`src/rtl/axi_read_slave_burst.sv`:
```
// AXI read-channel slave: FIXED/INCR/WRAP bursts of up to 16 beats served
// from a registered device port, with narrow-lane masking and SLVERR replies.
//
// Ports:
//   ACLK, ARESETn (async, active-high)        clock / reset
//   address_out, devread, data_in             device read port (data 1 cycle after devread)
//   ARID, ARADDR, ARLEN, ARSIZE, ARBURST,     AR channel
//   ARPROT, ARVALID, ARREADY
//   RID, RDATA, RESP, RLAST, RVALID, RREADY   R channel
module axi_read_slave_burst #(
    parameter int BusWidth = 32,
    parameter int TagBits  = 4,
    parameter int LenBits  = 4
) (
    input  logic                ACLK,
    input  logic                ARESETn,
    output logic [BusWidth-1:0] address_out,
    output logic                devread,
    input  logic [BusWidth-1:0] data_in,
    input  logic [TagBits-1:0]  ARID,
    input  logic [BusWidth-1:0] ARADDR,
    input  logic [LenBits-1:0]  ARLEN,
    input  logic [2:0]          ARSIZE,
    input  logic [1:0]          ARBURST,
    input  logic [2:0]          ARPROT,
    input  logic                ARVALID,
    output logic                ARREADY,
    output logic [TagBits-1:0]  RID,
    output logic [BusWidth-1:0] RDATA,
    output logic [1:0]          RESP,
    output logic                RLAST,
    output logic                RVALID,
    input  logic                RREADY
);

    localparam int NB = BusWidth / 8;
    localparam int LB = $clog2(NB);
    localparam logic [BusWidth-1:0] ONE = BusWidth'(1);
    localparam logic [BusWidth-1:0] LANE_MASK = BusWidth'(NB - 1);

    typedef enum logic [1:0] {IDLE, READ, CAPTURE, SEND} state_t;

    state_t state_q, state_d;

    logic [TagBits-1:0]  id_q;
    logic [BusWidth-1:0] addr_q;
    logic [LenBits-1:0]  len_q;
    logic [LenBits-1:0]  beats_q;
    logic [2:0]          size_q;
    logic [1:0]          burst_q;
    logic                err_q;

    logic                req_err;
    logic [BusWidth-1:0] req_nbytes;
    logic [BusWidth-1:0] nbytes;
    logic [BusWidth-1:0] wrap_bytes;
    logic [BusWidth-1:0] wrap_lower;
    logic [BusWidth-1:0] next_addr;
    logic [BusWidth-1:0] lane_data;
    logic [LB-1:0]       base_lo;
    int                  lane_lo;
    int                  lane_hi;
    logic                unused_prot;

    assign unused_prot = ^ARPROT;

    // Request legality, evaluated on the AR payload at handshake time.
    assign req_nbytes = ONE << ARSIZE;

    always_comb begin
        req_err = 1'b0;
        if (int'(ARSIZE) > LB)
            req_err = 1'b1;
        if (ARBURST == 2'b11)
            req_err = 1'b1;
        if (ARBURST == 2'b10) begin
            // Wrap length must be 2, 4, 8 or 16 beats.
            if (ARLEN == '0 || (ARLEN & (ARLEN + LenBits'(1))) != '0)
                req_err = 1'b1;
            if ((ARADDR & (req_nbytes - ONE)) != '0)
                req_err = 1'b1;
        end
    end

    // Next-beat address.
    assign nbytes     = ONE << size_q;
    assign wrap_bytes = (BusWidth'(len_q) + ONE) << size_q;
    assign wrap_lower = addr_q & ~(wrap_bytes - ONE);

    always_comb begin
        next_addr = addr_q;
        case (burst_q)
            2'b01: next_addr = (addr_q & ~(nbytes - ONE)) + nbytes;
            2'b10: begin
                next_addr = addr_q + nbytes;
                if (next_addr == wrap_lower + wrap_bytes)
                    next_addr = wrap_lower;
            end
            default: next_addr = addr_q;
        endcase
    end

    // Active lanes: from the byte offset up to the end of the
    // nbytes-aligned container; everything else reads as zero.
    assign base_lo = addr_q[LB-1:0] & ~(nbytes[LB-1:0] - LB'(1));

    always_comb begin
        lane_lo   = int'(addr_q[LB-1:0]);
        lane_hi   = int'(base_lo) + int'(nbytes[LB:0]) - 1;
        lane_data = '0;
        for (int i = 0; i < NB; i++) begin
            if (i >= lane_lo && i <= lane_hi)
                lane_data[8*i +: 8] = data_in[8*i +: 8];
        end
    end

    assign address_out = addr_q & ~LANE_MASK;
    assign devread     = (state_q == READ) && !err_q;

    always_comb begin
        state_d = state_q;
        case (state_q)
            IDLE:    if (ARVALID && ARREADY) state_d = READ;
            READ:    state_d = CAPTURE;
            CAPTURE: state_d = SEND;
            SEND:    if (RREADY) state_d = RLAST ? IDLE : READ;
            default: state_d = IDLE;
        endcase
    end

    always_ff @(posedge ACLK or posedge ARESETn) begin
        if (ARESETn) begin
            state_q <= IDLE;
            ARREADY <= 1'b0;
            id_q    <= '0;
            addr_q  <= '0;
            len_q   <= '0;
            beats_q <= '0;
            size_q  <= '0;
            burst_q <= '0;
            err_q   <= 1'b0;
            RID     <= '0;
            RDATA   <= '0;
            RESP    <= '0;
            RLAST   <= 1'b0;
            RVALID  <= 1'b0;
        end else begin
            state_q <= state_d;
            ARREADY <= (state_d == IDLE);
            if (state_q == IDLE && ARVALID && ARREADY) begin
                id_q    <= ARID;
                addr_q  <= ARADDR;
                len_q   <= ARLEN;
                beats_q <= ARLEN;
                size_q  <= ARSIZE;
                burst_q <= ARBURST;
                err_q   <= req_err;
            end
            if (state_q == CAPTURE) begin
                RDATA  <= err_q ? '0 : lane_data;
                RID    <= id_q;
                RESP   <= err_q ? 2'b10 : 2'b00;
                RLAST  <= (beats_q == '0);
                RVALID <= 1'b1;
            end
            if (state_q == SEND && RREADY) begin
                RVALID <= 1'b0;
                RLAST  <= 1'b0;
                if (!RLAST) begin
                    addr_q  <= next_addr;
                    beats_q <= beats_q - LenBits'(1);
                end
            end
        end
    end

endmodule

```
`config.mk`:
```
export PLATFORM = sky130hd
export DESIGN_NAME = axi_read_slave_burst
export DESIGN_NICKNAME = d
export VERILOG_FILES = /design/src/rtl/axi_read_slave_burst.sv
export SDC_FILE = /design/constraint.sdc
export NUM_CORES = 1
export LEC_CHECK = 0
export CELL_PAD_IN_SITES_DETAIL_PLACEMENT = 1
export CELL_PAD_IN_SITES_GLOBAL_PLACEMENT = 2
export CORE_MARGIN = 10
export CORE_UTILIZATION = 29
export DETAILED_ROUTE_END_ITERATION = 6
export PLACE_DENSITY = 0.78
export SLEW_MARGIN = 20
export SYNTH_ARGS = -nofsm -noshare
export SYNTH_HDL_FRONTEND = slang
export SYNTH_SLANG_ARGS = --single-unit
```
`constraint.sdc`:
```
create_clock -name ACLK -period 6.01 [get_ports ACLK]
set_input_delay 0.601 -clock ACLK [delete_from_list [all_inputs] [get_ports ACLK]]
set_output_delay 0.601 -clock ACLK [all_outputs]
set_load 0.01 [all_outputs]
```
=== Word level (Yosys, flattened, before mapping) ===
Cells that the tools add are included.
W data, S select, Z words.

* Register bits: 93
* Bits of input ports: 84
* Output and inout bits: 74
* Word-level logic and storage cells: 98

* Add/subtract/negate cells: 12
* Magnitude comparators: 8
* Equal/unequal tests: 9
* Shifts and indexed selects: 3
* Muxes and demuxes: 27
* Bitwise logic cells: 8
* Reduce and logical (&&, ||, !) cells: 17

{| class="wikitable"
|+ Operators with widths
! kind !! number
|-
| $mux W32 || 5
|-
| $add A32 B32 Y32 || 3
|-
| $and A32 B32 Y32 || 3
|-
| $sub A32 B1 Y32 const B || 3
|-
| $not A32 Y32 || 2
|-
| $pmux W32 S2 || 1
|-
| $shl A1 B3 Y32 const A || 2
|-
| $eq A32 B32 Y1 || 1
|-
| $mux W8 || 4
|-
| $reduce_bool A32 Y1 || 1
|-
| $shl A5 B3 Y32 || 1
|-
| $mux W4 || 3
|-
| $eq A2 B2 Y1 const B || 5
|-
| $le A3 B5 Y1 const A || 2
|-
| $mux W1 || 10
|-
| $logic_and A1 B1 Y1 || 8
|-
| $logic_not A4 Y1 || 2
|-
| $pmux W2 S4 || 1
|-
| $mux W2 || 3
|-
| $add A4 B1 Y5 const B || 1
|-
| $le A1 B5 Y1 const A || 1
|-
| $le A2 B5 Y1 const A || 1
|-
| $sub A4 B1 Y5 const B || 1
|-
| $add A2 B3 Y4 || 1
|-
| other kinds (16) || 19
|}

=== Longest topological paths before layout ===
* Depth after elaboration: 11
* Mapped depth: 30
* Gate-level depth less buffers: 25

=== Worst setup path after synthesis ===
OpenSTA, ideal clock, no wires.

* Kind: register to register
* From: reg len_q[1]
* To: reg addr_q[10]
* Setup time: 0.111 ns
* Arrival time: 5.637 ns
* Data required time: 5.899 ns
* Slack: 0.262 ns
* Cell stages (with the launch flop): 29
* Buffers on the path: 5
* Period minus slack after synthesis: 5.748 ns
* Cells stage by stage: dfrtp_1 -> ha_1 -> buf_4 -> xnor2_2 -> o32ai_1 -> a221o_1 -> nor3_2 -> buf_4 -> buf_2 -> nand4_1 -> or2_2 -> xor2_1 -> and2_1 -> ha_1 -> nand3_1 -> nor2_1 -> nand2_1 -> nor2_1 -> o311ai_1 -> and3_4 -> buf_6 -> nor4_2 -> xnor2_1 -> or4b_1 -> nor4b_2 -> and2_1 -> buf_4 -> a21oi_2 -> a2111oi_2

* Longest elaborated chain between the ends: 11

{| class="wikitable"
|+ Ends and longest elaborated chain
! item !! line !! text
|-
| from (decl) || 47 || <nowiki>logic [LenBits-1:0] len_q;</nowiki>
|-
| from (signal assigned) || 137 || <nowiki>len_q <= '0;</nowiki>
|-
| from (signal assigned) || 153 || <nowiki>len_q <= ARLEN;</nowiki>
|-
| $add A4 B1 Y5 * || 87 || <nowiki>assign wrap_bytes = (BusWidth'(len_q) + ONE) << size_q;</nowiki>
|-
| $shl A5 B3 Y32 * || 87 ||
|-
| $sub A32 B1 Y32 || 88 || <nowiki>assign wrap_lower = addr_q & ~(wrap_bytes - ONE);</nowiki>
|-
| $not A32 Y32 || 88 ||
|-
| $and A32 B32 Y32 || 88 ||
|-
| $add A32 B32 Y32 || 96 || <nowiki>if (next_addr == wrap_lower + wrap_bytes)</nowiki>
|-
| $eq A32 B32 Y1 || 96 ||
|-
| $mux W32 * || 96 ||
|-
| $pmux W32 S2 * || 92 || <nowiki>case (burst_q)</nowiki>
|-
| $mux W32 * || 169 || <nowiki>if (!RLAST) begin</nowiki>
|-
| $mux W32 * || 166 || <nowiki>if (state_q == SEND && RREADY) begin</nowiki>
|-
| to (signal assigned) || 170 || <nowiki>addr_q <= next_addr;</nowiki>
|-
| to (decl) || 46 || <nowiki>logic [BusWidth-1:0] addr_q;</nowiki>
|}

Every way passes the cells marked *; elsewhere a longest branch is shown, timed or not.
A chain may end at the register's enable or synchronous reset.

=== Worst setup path in the final report ===
* From: reg len_q[0]
* To: reg addr_q[6]

The elaborated chain is that of the path after synthesis.

==> results_dict.tcl <==
set metrics [dict create \
    drv_slew 0 \
    synthTopCellsByArea "dfrtp_1 23%, nand2_1 5.8%, ha_1 3.9%, xnor2_1 3.8%, a21oi_1 3.5%" \
    fin_area_um2 12500 \
    route.met3.wl_um 3130 \
    cts_buffers 9 \
    yosysMostFrequentCell "nand2_1" \
    finalHoldViolCount 0 \
    period_minus_slack_ns 5.68 \
    synth.cell_area_um2 9920 \
    ios 158 \
    crit_type "flip-flop to flip-flop" \
    grt_pass1_wl_um 67500 \
    dp.final_hpwl_um 33600 \
    clk_pin_slew_ns 0.08 \
    synth_seq_cells 92 \
    via_count 10700 \
    async_flop_share_pct 100 \
    nNetsFinal 1514 \
    worst_pin_slew_ns 1.05 \
    core_area_um2 33600 \
    drive_above_1_share_pct 12.6 \
    fmax_mhz 176 \
    setup.worst_path.end_class "flip-flop" \
    cp_top_family "simple AND/OR/NAND/NOR gates" \
    dr.pass1.iters 5 \
    yosys_warnings 0 \
    crit_path_start_kind "flip-flop" \
    dpl-instance-area_um2 12000 \
    synth-seq-area-share_pct 23.2 \
    wl_per_cell_um 23.6 \
    cts_tree "done" \
    clk_latency_ns 0.39 \
    n_antenna_cell 0 \
    cp.buffers_inverters 2 \
    synth_top_area_share_pct 23.2 \
    path_cells "buf_8 -> and4_1 -> nor2_1 -> a221o_1 -> nor3_2 -> nand4_1 -> or2_2 -> xor2_1 -> and2_1 -> ha_2 -> nand3_1 -> nor2_4 -> nand2_1 -> nor2_1 -> o311ai_1 -> and3_4 -> nor4_2 -> xnor2_1 -> or4b_4 -> nor4b_4 -> buf_6 -> a21oi_1 -> a21oi_1 -> a221oi_1" \
    drc 0 \
    hold_path_class "flip-flop to flip-flop" \
    synth_top_area_cell "dfrtp_1" \
    m1WireLength_um 19600 \
    port_buffers 151 \
    cts-root-buf "clkbuf_16" \
    cp.arrival_ns 5.93 \
    synth-main-ff-cell "dfrtp_1" \
    syn_inst 1270 \
    setup-violations-final 0 \
    dieArea_um2 42000 \
    relSlewSlack_pct 29.8 \
    die_y_um 205 \
    vias_per_cell 5.79 \
    wl_um 43700 \
    synth.distinct_cells 96 \
    htree_levels 3 \
    fin_skew_ns 0.0206 \
    avgSynthCellArea_um2 7.81 \
    synth_edf_count 0 \
    start_util_pct 29.5 \
    critPathMaxStageDelay_ns 0.57 \
    critPathMaxFanout 20 \
    status "completed" \
    required_ns 6.25 \
    grt_overflow 0 \
    filler_cell_count 3978 \
    cts_buffer_depth 2 \
    drtIter0Drc 689 \
    tritoncts_num_sinks 92 \
    synth_common_cells "153 x nand2_1, 92 x dfrtp_1, 83 x nor2_1" \
    multi_input_area_um2 6970 \
    grt_util_all_layers_pct 20.6 \
    die_w_um 205 \
    maxCapViolCount 0 \
    fp-row-count 67 \
    maxUsedRoutingLayer "met4" \
    grt_pass1_vias 11200 \
    syn_to_final_growth_pct 25.9 \
    finalCritPeriodShare_pct 94.6 \
    antenna_found_initial 2 \
    route.antenna.remaining_nets 0 \
    finalSetupTns_ns 0 \
    regArea_um2 2310 \
    critPathSlowestCell "or4b_4" \
    wl_met2_um 20000 \
    place_congestion 0.927 \
    grt_max_degree 63 \
]
==> path summary, 6_finish.rpt <==
| kind | start | end | slack, ns | cells after the start |
|---|---|---|---|---|
| worst max-delay path | len_q[0] | addr_q[6] | 0.33 | 24 |
| worst min-delay path | id_q[2] | id_q[2] | 0.48 | 2 |
| worst max register to register | len_q[0] | addr_q[6] | 0.33 | 24 |
| worst min register to register | id_q[2] | id_q[2] | 0.48 | 2 |
| max in group asynchronous | ARESETn | len_q[3] | 4.18 | 3 |
| min in group asynchronous | ARESETn | addr_q[7] | 0.60 | 2 |
==> worst reg2reg max path, delay by kind of cell (launching register included) <==
family / cells / cell delay, ns
compound gates: 5 / 0.98
xor+xnor: 2 / 0.32
fa+ha+maj: 1 / 0.39
buf+inv: 2 / 0.43
flops: 1 / 0.39
simple gates: 14 / 3.07
==> what timing repair did <==
item / CTS / global route
setup buffers: 0 / 3
endpoints found under the setup margin: 20 / 32
hold buffers: 0 / 0
pin swaps: 0 / 3
resized for setup: 2 / 43
==> cell families after synthesis <==
family                   Yosys count  share of synthesized area [%]
AND/OR/NAND/NOR                  493                           25.5
AO/OA/AOI/OAI                    398                           29.1
buffers and inverters            164                           8.45
flip-flops                        92                           23.2
XOR/XNOR                          68                           6.96
adder cells (fa/ha/maj)           36                           4.82
multiplexers                      18                           1.92
other                              1                         0.0378
==> stage by stage <==
step | worst slack (ns) | hold slack (ns) | util [%] | cells
6_report | 0.326 | 0.482 | 37.2 | 1848
5_1_grt | -0.0168 | 0.504 | 37.2 | 1848
4_1_cts | 0.0118 | 0.488 | 36.6 | 1845
3_5_place_dp | -0.0724 | 0.468 | 35.6 | 1829
3_3_place_gp | 0.0417 | 0.458 | 35.6 | 1829
2_1_floorplan | 0.262 | 0.442 | - | 1272
==> metal layers <==
| metal | up-vias | track usage (%) |
|---|---|---|
| met5 | - | 0 |
| met4 | 0 | 4.99 |
| met1 | 5328 | 26.6 |
| met3 | 45 | 5.40 |
| met2 | 339 | 33.3 |
| li1 | 4980 | - |
==> placed cells by master (no fill, tap or decap), types with 35 or more instances in the layout <==
cell             netlist  layout
a21oi_1               69      67
a22o_1                36      36
a31oi_1               38      35
buf_4                 42      76
clkdlybuf4s50_1        0     151
dfrtp_1               92      87
inv_1                 43      42
nand2_1              153     153
nand3_1               51      48
nor2_1                83      80
nor3_1                37      36
o21ai_0               56      54
xnor2_1               43      43
==> cell type report <==
cell class / instances / share of cell area, %
sequential: 92 / 18.5
tap: 448 / 4.49
clock buffer: 9 / 1.80
multi-input combinational: 1016 / 55.8
clock inverter: 7 / 0.801
inverter: 44 / 1.34
timing repair buffer: 232 / 17.3
==> state kept, by name, summed over array words and instances (netlist names) <==
register and cells:
state_q 2, ARREADY 1, RDATA 32, len_q 4
RID 4, size_q 3, burst_q 2, addr_q 32
RLAST 1, err_q 1, id_q 4, beats_q 4
RVALID 1, RESP 1
Power is left out: the tool's default activity adds up to more than one toggle a clock period on the data nets, which glitch-free logic cannot reach.
